[config.mk]
export PLATFORM = sky130hd
export DESIGN_NAME = serie_paralelo_flat
export DESIGN_NICKNAME = d
export VERILOG_FILES = /design/src/rtl/serie_paralelo_if.sv /design/src/rtl/serie_paralelo.sv /design/src/flat_wrapper.sv
export SDC_FILE = /design/constraint.sdc
export NUM_CORES = 1
export LEC_CHECK = 0
export BUFFER_PORTS_ARGS = -buffer_cell sky130_fd_sc_hd__buf_2
export CORE_ASPECT_RATIO = 1.5
export CORE_MARGIN = 2
export CORE_UTILIZATION = 45
export CTS_CLUSTER_DIAMETER = 80
export CTS_CLUSTER_SIZE = 25
export DETAILED_ROUTE_END_ITERATION = 16
export HOLD_SLACK_MARGIN = 0.06
export PLACE_DENSITY = 0.69
export SKIP_LAST_GASP = 1
export SLEW_MARGIN = 20
export SYNTH_ARGS = -nofsm -noshare
export SYNTH_HDL_FRONTEND = slang
export SYNTH_SLANG_ARGS = --single-unit
[constraint.sdc]
create_clock -name clk_8f -period 2 [get_ports clk_8f]
set_input_delay 0.5 -clock clk_8f [delete_from_list [all_inputs] [get_ports clk_8f]]
set_output_delay 0.5 -clock clk_8f [all_outputs]
set_load 0.01 [all_outputs]
[src/rtl/serie_paralelo_if.sv]
// Serial link between the paralelo-serial transmitter and the serie_paralelo receiver.
// The master drives the serial bit; the slave (the receiver) drives the recovered byte outputs.
interface serie_paralelo_if;
  logic       data_in;
  logic [7:0] data_out;
  logic       valid_out;
  logic       active;
  logic       byte_strobe;

  modport master (output data_in, input data_out, valid_out, active, byte_strobe);
  modport slave  (input data_in, output data_out, valid_out, active, byte_strobe);
endinterface

[src/rtl/serie_paralelo.sv]
// Serial-to-parallel receiver: aligns on COMMA, locks after LOCK_COUNT aligned commas, emits bytes.
// Optional feature: define SP_REALIGN_EN to re-align on a misaligned COMMA while ACTIVE.
module serie_paralelo #(
  parameter logic [7:0] COMMA      = 8'hBC,
  parameter int         LOCK_COUNT = 4
) (
  input  logic            clk_8f,
  input  logic            reset,
  serie_paralelo_if.slave sp
);
  typedef enum logic [1:0] {SEARCH, LOCKING, ACTIVE} state_t;

  // One spare count value so the increment never wraps below LOCK_COUNT.
  localparam int CW = $clog2(LOCK_COUNT + 2);

  state_t        state;
  logic [7:0]    sr;
  logic [2:0]    bit_cnt;
  logic [CW-1:0] comma_cnt;

  logic [7:0]    win;
  logic          is_comma;
  logic          boundary;
  logic [CW-1:0] cnt_nxt;

  assign win      = {sr[6:0], sp.data_in};
  assign is_comma = (win == COMMA);
  assign boundary = (bit_cnt == 3'd7);
  assign cnt_nxt  = comma_cnt + 1'b1;

  always_ff @(posedge clk_8f) begin
    if (!reset) begin
      state          <= SEARCH;
      sr             <= '0;
      bit_cnt        <= '0;
      comma_cnt      <= '0;
      sp.data_out    <= '0;
      sp.valid_out   <= 1'b0;
      sp.active      <= 1'b0;
      sp.byte_strobe <= 1'b0;
    end else begin
      sr             <= win;
      sp.byte_strobe <= 1'b0;
      case (state)
        SEARCH: begin
          if (is_comma) begin
            bit_cnt   <= '0;
            comma_cnt <= CW'(1);
            if (LOCK_COUNT == 1) begin
              state     <= ACTIVE;
              sp.active <= 1'b1;
            end else begin
              state <= LOCKING;
            end
          end
        end
        LOCKING: begin
          bit_cnt <= bit_cnt + 3'd1;
          if (boundary) begin
            if (is_comma) begin
              comma_cnt <= cnt_nxt;
              if (cnt_nxt >= CW'(LOCK_COUNT)) begin
                state     <= ACTIVE;
                sp.active <= 1'b1;
              end
            end else begin
              // Any non-comma during lock discards all accumulated credit.
              state     <= SEARCH;
              comma_cnt <= '0;
              bit_cnt   <= '0;
            end
          end
        end
        ACTIVE: begin
          bit_cnt <= bit_cnt + 3'd1;
          if (boundary) begin
            sp.byte_strobe <= 1'b1;
            if (is_comma) begin
              sp.valid_out <= 1'b0;
            end else begin
              sp.data_out  <= win;
              sp.valid_out <= 1'b1;
            end
          end
`ifdef SP_REALIGN_EN
          else if (is_comma) begin
            // Comma seen off the frame boundary: restart locking at the new offset.
            bit_cnt        <= '0;
            comma_cnt      <= CW'(1);
            state          <= LOCKING;
            sp.active      <= 1'b0;
            sp.valid_out   <= 1'b0;
            sp.byte_strobe <= 1'b0;
          end
`endif
        end
        default: state <= SEARCH;
      endcase
    end
  end
endmodule

[src/flat_wrapper.sv]
// flat-port wrapper written by rule: the top's interface ports become plain ports
module serie_paralelo_flat 
#(
  parameter logic [7:0] COMMA      = 8'hBC,
  parameter int         LOCK_COUNT = 4
)
  (clk_8f, reset, sp_data_in, sp_data_out, sp_valid_out, sp_active, sp_byte_strobe);
  serie_paralelo_if sp_i ();
  input  logic clk_8f;
  input  logic reset;
  input wire logic [$bits(sp_i.data_in)-1:0] sp_data_in;
  output wire logic [$bits(sp_i.data_out)-1:0] sp_data_out;
  output wire logic [$bits(sp_i.valid_out)-1:0] sp_valid_out;
  output wire logic [$bits(sp_i.active)-1:0] sp_active;
  output wire logic [$bits(sp_i.byte_strobe)-1:0] sp_byte_strobe;
  assign sp_i.data_in = sp_data_in;
  assign sp_data_out = sp_i.data_out;
  assign sp_valid_out = sp_i.valid_out;
  assign sp_active = sp_i.active;
  assign sp_byte_strobe = sp_i.byte_strobe;
  serie_paralelo #(.COMMA(COMMA), .LOCK_COUNT(LOCK_COUNT)) u_core (.clk_8f(clk_8f), .reset(reset), .sp(sp_i));
endmodule
Word level (Yosys, flattened, before mapping):

Cells that the tools add are included.

* input port bits: 3
* register bits after elaboration: 26
* logic and storage cells: 45

* $add $sub $neg: 2
* reductions and logical operators: 10
* order comparisons: 1
* bitwise gates (word level): 2
* equality and inequality tests: 7
* mux-type cells: 15

Operators by type and width (count)
* 2-to-1 mux 3 bit: 6
* one-hot mux 3 bit (3 select lines): 1
* == test 8 bit (second input constant): 1
* 2-to-1 mux 2 bit: 4
* AND reduction 4 bit: 2
* adder 3 x 1 -> 3 bit (second input constant): 2
* one-hot mux 2 bit (3 select lines): 1
* one-hot mux 3 bit (2 select lines): 1
* AND reduction 2 bit: 3
* AND reduction 3 bit: 2
* != test 2 x 1 -> 1 bit (second input constant): 2
* == test 3 bit (second input constant): 1
* greater-or-equal comparator 3 bit (second input constant): 1
* != test 3 bit (second input constant): 1
* nonzero test 3 bit: 1
* == test 2 x 1 -> 1 bit (second input constant): 1
* == test 2 bit (second input constant): 1
* logical NOT 2 bit: 1
* 2-to-1 mux 1 bit: 2
* NOT 1 bit: 2
* nonzero test 2 bit: 1

Longest topological paths before layout:

Gate-level depths: netlist of run 1.

* depth in word-level cells: 6
* mapped depth: 7
* mapped depth without buffers: 6

Worst setup path after synthesis of run 1:

Ideal clock, no wire load.

* path type: register -> register
* start point: register u_core.bit_cnt[0]
* end point: register u_core.bit_cnt[1]
* required time: 1.925 ns
* path slack: 0.526 ns
* arrival: 1.399 ns
* cell stages (with the launch flop): 7
* cell sequence: dfxtp_1 ha_1 ha_1 nand2b_1 nor2b_1 o22a_2 o22ai_1

* elaborated cells between the ends (all ways): 5
* those cells by class: 1 x add/sub; 1 x eq/ne; 3 x mux

RTL lines
* start, declared: line serie_paralelo.sv:18 `logic [2:0] bit_cnt;`
* start signal, assigned: line serie_paralelo.sv:58 `bit_cnt <= bit_cnt + 3'd1;`
* start signal, assigned: line serie_paralelo.sv:75 `bit_cnt <= bit_cnt + 3'd1;`
* == test 3 bit: line serie_paralelo.sv:28 `assign boundary = (bit_cnt == 3'd7);`
* named net u_core.boundary: line serie_paralelo.sv:23 `logic boundary;`
* 2-to-1 mux 3 bit: line serie_paralelo.sv:59 `if (boundary) begin`
* one-hot mux 3 bit (3 select lines): line serie_paralelo.sv:44 `case (state)`

The timed path passes the listed nets, and every way through them passes these cells.
A chain may end at the register's enable or synchronous reset.

Final worst setup path of run 1:

* start point: register u_core.bit_cnt[0]
* end point: register u_core.state[1]

* cells in the longest elaborated chain, start to end: 3

Ends and longest elaborated chain
* == test 3 bit: line serie_paralelo.sv:28
* named net u_core.boundary: line serie_paralelo.sv:23
* != test 2 x 1 -> 1 bit (no source line)
* AND reduction 4 bit (no source line)
* end signal, assigned: line serie_paralelo.sv:33 `state <= SEARCH;`
* end signal, assigned: line serie_paralelo.sv:50 `state <= ACTIVE;`
* end signal, assigned: line serie_paralelo.sv:53 `state <= LOCKING;`
* end, declared: line serie_paralelo.sv:16 `state_t state;`

The timed path passes the listed nets, and every way through them passes these cells.

==> results.md, run 1 <==
* Worst IR Drop VDD at 0.319 mV
* Commonest non-fill, non-tap cells in the layout: 26 x dfxtp_1, 13 x nor2_1, 13 x buf_2
* Slew Viols, Final at 0
* Clk slew on worst S/H paths at 0.13 ns
* Leak at 0.518 nW
* Hold Path Class: input port to register
* Initial DRT Pass Iterations at 4
* CP arrival at 1.85 ns
* Syn Inst Count at 115
* Crit. End Element: register
* Wire per inst at 13.6 µm
* Largest net degree at the start of global routing at 20
* Diodes inserted at 0
* Antenna violations before repair at 0
* Sequential area share after synthesis at 46.3%
* Synth cell types at 35
* H-Tree Depth at 1
* Root Driver: clkbuf_4
* Share of cells above drive strength 1 at 18.8%
* Fmax at 617 MHz
* Crit path max fanout at 6
* Vias/cell at 5.53
* Die width at 44.8 µm
* Least-Margin Pin Slew at 0.347 ns
* Fillcell total at 223
* DRC viols at 0
* Overflow after GRT at 0
* Outcome: completed
* Ports at 14
* Avg Cell Area, Syn at 9.77 µm²
* Final hold vios at 0
* Final setup fails at 0
* Via count at 840
* ANT nets after route at 0
* I/O Buffers at 13
* Most common cell after layout, fill and taps aside: dfxtp_1
* #FFs+latches synth at 26
* Row Count at 22
* Warnings, synthesis at 0
* Slew headroom at 76.8%
* Setup TNS at 0 ns
* CTS tree: done
* Die height at 65.2 µm
* Hold_buf cts at 0
* Initial drt markers at 18
* CP Class: register to register
* Data required, critical path at 2.23 ns
* Routability cong. at 0.807
* Syn Nets at 125
* Final period utilization at 81.0%
* Final wirelength at 2060 µm
* P per Cell Area at 617 mW/mm²
* Synth-to-Final Area Change at 9.47%
* Number of max-cap violations at 0
* Effective utilization at floorplan at 46.4%
* Area after DPL at 0.00121 mm²
* Final #Nets at 140
* Max clock buf depth at 2
* Post-route cell area at 0.00123 mm²
* Post-Syn Area at 0.00112 mm²
* Vias in the first global route at 828
* Sink Count at 26
* CP Launch Type: register
* Core Region at 0.00242 mm²
* Crit path time final at 1.62 ns
* CTS buffer count at 3
* Unrepaired setup endpoints after global routing: false
* Skew-Pair Late Insertion Delay at 0.31 ns
* Post-CTS Setup Inserts at 0
* Clock skew at 0.00359 ns
* Die ar. at 0.00292 mm²
* Hpwl dp at 1540 µm
* First-pass GRT wire length at 3390 µm
* Tot GR Track Use at 15.5%
* CTS resizes at 0
==> cells by family (layout without fill, tap and decap cells) <==
kind of cell    after synthesis  count (layout)  synth area share [%]
compound gates               21              21                  13.0
xor+xnor                      1               1                 0.780
fa+ha+maj                     7               7                  7.79
buf+inv                       7              20                  2.67
flops                        26              26                  46.3
mux                           9               9                  8.02
simple gates                 44              44                  21.4
==> area by class of cell <==
class,instances,area (µm²),share of cell area [%]
sequential,26,520,42.3
inverter,3,11.3,0.916
tap,24,30.0,2.44
multi-input combinational,82,573,46.6
timing repair buffer,14,72.6,5.90
clock buffer,3,22.5,1.83
==> flip-flops by register name, indices dropped and copies added (netlist names) <==
register and flops:
u_core.sp.active 1, u_core.sp.data_out 8, u_core.comma_cnt 3, u_core.sp.valid_out 1
u_core.sp.byte_strobe 1, u_core.sr 7, u_core.state 2, u_core.bit_cnt 3
==> per-layer routing <==
layer	GRT usage (%)	vias to the layer above	part of all wire, %
li1	-	426	-
met1	16.9	394	42
met2	26.6	16	53
met3	2.47	4	2.5
met4	9.93	0	1.8
met5	0	-	0
==> path summary, 6_finish.rpt <==
path,startpoint,endpoint,slack [ns],cells past startpoint
max,u_core.bit_cnt[0],u_core.state[1],0.38,6
min,sp_data_in,u_core.sr[0],0.43,2
max reg2reg,u_core.bit_cnt[0],u_core.state[1],0.38,6
min reg2reg,u_core.comma_cnt[1],u_core.comma_cnt[1],0.47,2
==> through the flow <==
step | utilization [%] | setup WS (ns) | hold slack (ns) | power (W) | std cells
floorplan | - | 0.526 | 0.438 | 0.000551 | 115
global placement | 49.8 | 0.419 | 0.444 | 0.000556 | 149
detailed placement | 49.8 | 0.408 | 0.455 | 0.000557 | 149
CTS | 50.8 | 0.384 | 0.421 | 0.000767 | 152
global route | 50.8 | 0.264 | 0.444 | 0.000793 | 152
finish | 50.8 | 0.379 | 0.427 | 0.000759 | 152
==> critical path: stages, from the launching register on <==
cell,delay (ns)
dfxtp_1,0.37
ha_1,0.15
ha_1,0.23
nand2b_1,0.14
nor2b_1,0.27
a31oi_1,0.13
a311oi_1,0.25
==> cell usage after synthesis (all sizes together) <==
library cell / instances / share of area, %
o21a: 1 / 0.67
and4bb: 1 / 1.4
nand2: 13 / 5.0
xor2: 1 / 0.78
and4b: 1 / 1.2
a21boi: 1 / 0.67
nand3b: 1 / 0.67
o21bai: 1 / 0.67
a311oi: 1 / 0.78
and2: 8 / 4.7
nand4: 1 / 0.56
o22ai: 3 / 1.7
or3: 2 / 1.1
nand4b: 1 / 0.78
a21bo: 1 / 0.89
clkbuf: 3 / 1.0
mux2i: 9 / 8.0
a21oi: 5 / 2.2
nand3: 1 / 0.45
o22a: 1 / 0.89
buf: 1 / 0.67
nor2b: 1 / 0.56
a2bb2oi: 1 / 0.78
nand2b: 1 / 0.56
o31ai: 1 / 0.67
o21ai: 1 / 0.45
o211ai: 1 / 0.67
a31oi: 2 / 1.1
ha: 7 / 7.8
dfxtp: 26 / 46
o211a: 1 / 0.89
nor2: 13 / 4.3
inv: 3 / 1.0
==> power by group <==
group / total (W) / internal (W) / switching (W)
sequential: 0.000527 / 0.000523 / 0.00000418
clock: 0.000213 / 0.0000704 / 0.000143
combinational: 0.0000185 / 0.00000661 / 0.0000119
total: 0.000759 / 0.000600 / 0.000159
Power figures use the tool's default switching activity.
==> run 2, diff against run 1 <==
--- a/config.mk
+++ b/config.mk
@@ -13,7 +13,7 @@
 export CTS_CLUSTER_SIZE = 25
 export DETAILED_ROUTE_END_ITERATION = 16
 export HOLD_SLACK_MARGIN = 0.06
-export PLACE_DENSITY = 0.69
+export PLACE_DENSITY = 0.72
 export SKIP_LAST_GASP = 1
 export SLEW_MARGIN = 20
 export SYNTH_ARGS = -nofsm -noshare
==> constraint.sdc (replaced) <==
create_clock -name clk_8f -period 1.4 [get_ports clk_8f]
set_input_delay 0.35 -clock clk_8f [delete_from_list [all_inputs] [get_ports clk_8f]]
set_output_delay 0.35 -clock clk_8f [all_outputs]
set_load 0.01 [all_outputs]
==> run 2 against run 1 <==
The run now ends with setup timing left. Final area up 20%. Via count grew 8.7%. Core utilization increased by 10 points. Critical path depth is the same. Maximum frequency rose by 11%. Sequential cell count stayed put. Combinational power increased by 85%. Final cell count grew 11%. Clock-buffer cell count is 1 higher. Critical path type unchanged. Highest routed layer unchanged.
==> results.md, run 2 (synthesis gave the netlist of run 1 again) <==
* Tot GR Track Use at 17.4%
* Met1 wire length at 1010 µm
* Vias in the first global route at 890
* Post-route cell area at 0.00148 mm²
* Slowest CP cell: dfxtp_2
* Number of max-cap violations at 0
* Hpwl dp at 1560 µm
* Least-Margin Pin Slew at 0.364 ns
* Top flop regs: u_core.sp.data_out (8), u_core.sr (7)
* Row Count at 22
* CP Launch Type: register
* DRC viols at 0
* Outcome: complete, but fails checks
* Core Util, Final at 61.1%
* First-pass GRT wire length at 3860 µm
* Ordered list of cells on the worst path: ha_4 -> ha_4 -> nand2b_4 -> nor2b_4 -> o22a_2 -> o22ai_1
* Crit path time final at 1.47 ns
* CP Class: register to register
* Max incr delay on CP at 0.37 ns
* Area after DPL at 0.00129 mm²
* Hold_buf cts at 0
* Data required, critical path at 1.65 ns
* Final wirelength at 2440 µm
* Die height at 65.2 µm
* Slew headroom at 75.7%
* Max clock buf depth at 2
* Final hold vios at 0
* Via count at 913
* Slew Viols, Final at 0
* Metal2 WL at 1320 µm
* Worst path top cell family by delay: compound AO/OA/AOI/OAI gates
* CP arrival at 1.72 ns
* Unrepaired setup endpoints after global routing: true
* Failing checks: setup timing
* Top Metal Used: met4
* Most common cell after layout, fill and taps aside: dfxtp_1
* Ports at 14
* Skew-Pair Late Insertion Delay at 0.32 ns
* CTS buffer count at 3
* Clk slew on worst S/H paths at 0.14 ns
* CTS tree: done
* Reg-to-reg slack, setup at -0.07 ns
* Die ar. at 0.00292 mm²
* WP buf/inv at 0
* H-Tree Depth at 1
* Routability cong. at 0.757
* Crit. End Element: register
* P per Cell Area at 787 mW/mm²
* Overflow after GRT at 0
* Initial DRT Pass Iterations at 6
* Diodes inserted at 0
* Final setup fails at 5
* Fillcell total at 196
* Initial drt markers at 27
* Final #Nets at 156
* Crit path max fanout at 4
* Core Region at 0.00242 mm²
* Top reg by flops: u_core.sp.data_out
* Hold Path Class: input port to register
* Metal3 WL at 65 µm
* Worst IR Drop VDD at 0.480 mV
* Clock skew at 0.00648 ns
* CP dominant cell by count: ha_4
* Largest register FFs at 8
* Largest net degree at the start of global routing at 17
* Sink Count at 26
* ANT nets after route at 0
* Leak at 0.622 nW
* Effective utilization at floorplan at 46.4%
* Setup TNS at -0.0912 ns
* Root Driver: clkbuf_4
* Wire per inst at 14.5 µm
* Final WS setup at -0.0652 ns
* I/O Buffers at 13
* Share of cells above drive strength 1 at 42.1%
* Vias/cell at 5.40
* Fmax at 683 MHz
* Synth-to-Final Area Change at 31.6%
* Antenna violations before repair at 0
* Final period utilization at 105%
* Die width at 44.8 µm
* Commonest non-fill, non-tap cells in the layout: 20 x dfxtp_1, 15 x buf_4, 13 x nor2_1, 13 x buf_2, 11 x nand2_1
run 2: changes by cell type in the layout (fill, tap and decap cells not counted), moves of 2 or more:
cell,before,now
a21oi_1,5,3
buf_4,1,15
buf_6,0,2
dfxtp_1,26,20
dfxtp_2,0,4
dfxtp_4,0,2
ha_1,7,2
ha_2,0,2
ha_4,0,3
o22ai_1,3,1
o22ai_2,0,2
run 2: final cells by class:
| cell class | instances | area (µm²) | share of cell area [%] |
|---|---|---|---|
| multi-input combinational | 82 | 668 | 45.2 |
| sequential | 26 | 533 | 36.0 |
| tap | 24 | 30.0 | 2.03 |
| inverter | 3 | 11.3 | 0.761 |
| timing repair buffer | 30 | 200 | 13.5 |
| clock buffer | 4 | 36.3 | 2.45 |
run 2: worst reg2reg max path, cell delays in order, from the launching register on:
cell	delay, ns
dfxtp_2	0.37
ha_4	0.16
ha_4	0.16
nand2b_4	0.13
nor2b_4	0.13
o22a_2	0.26
o22ai_1	0.17
run 2: metrics by stage:
step / hold slack, ns / std cells / power [W] / setup WS [ns]
2_1_floorplan: 0.438 / 115 / 0.000788 / 0.00233
3_3_place_gp: 0.450 / 158 / 0.000802 / -0.0422
3_5_place_dp: 0.457 / 158 / 0.000803 / -0.0914
4_1_cts: 0.341 / 164 / 0.00116 / -0.00700
5_1_grt: 0.363 / 169 / 0.00120 / -0.0809
6_report: 0.354 / 169 / 0.00116 / -0.0652
run 2: worst paths after layout:
kind | from | to | depth (start not counted)
worst max-delay path | u_core.bit_cnt[1] | u_core.bit_cnt[2] | 6
worst min-delay path | sp_data_in | u_core.sr[0] | 3
worst max register to register | u_core.bit_cnt[1] | u_core.bit_cnt[2] | 6
worst min register to register | u_core.comma_cnt[1] | u_core.comma_cnt[1] | 2
run 2: report_power, final:
group	total [W]	switching (W)	internal [W]	leakage, nW
clock	0.000380	0.000221	0.000159	0.0210
combinational	0.0000342	0.0000192	0.0000150	0.387
sequential	0.000750	0.00000600	0.000744	0.214
total	0.00116	0.000247	0.000918	0.622
run 2: routing by layer:
| layer | up-vias | global-route usage [%] |
|---|---|---|
| met4 | 0 | 5.88 |
| met1 | 429 | 19.5 |
| met5 | - | 0 |
| met3 | 6 | 3.02 |
| met2 | 16 | 31.7 |
| li1 | 462 | - |
run 2: what timing repair did:
| item | in CTS | in global routing |
|---|---|---|
| pin swaps | 4 | 3 |
| endpoints found under the setup margin | 17 | 16 |
| gates resized for setup | 17 | 11 |
| cloned | 1 | 0 |
| setup buffers | 1 | 5 |
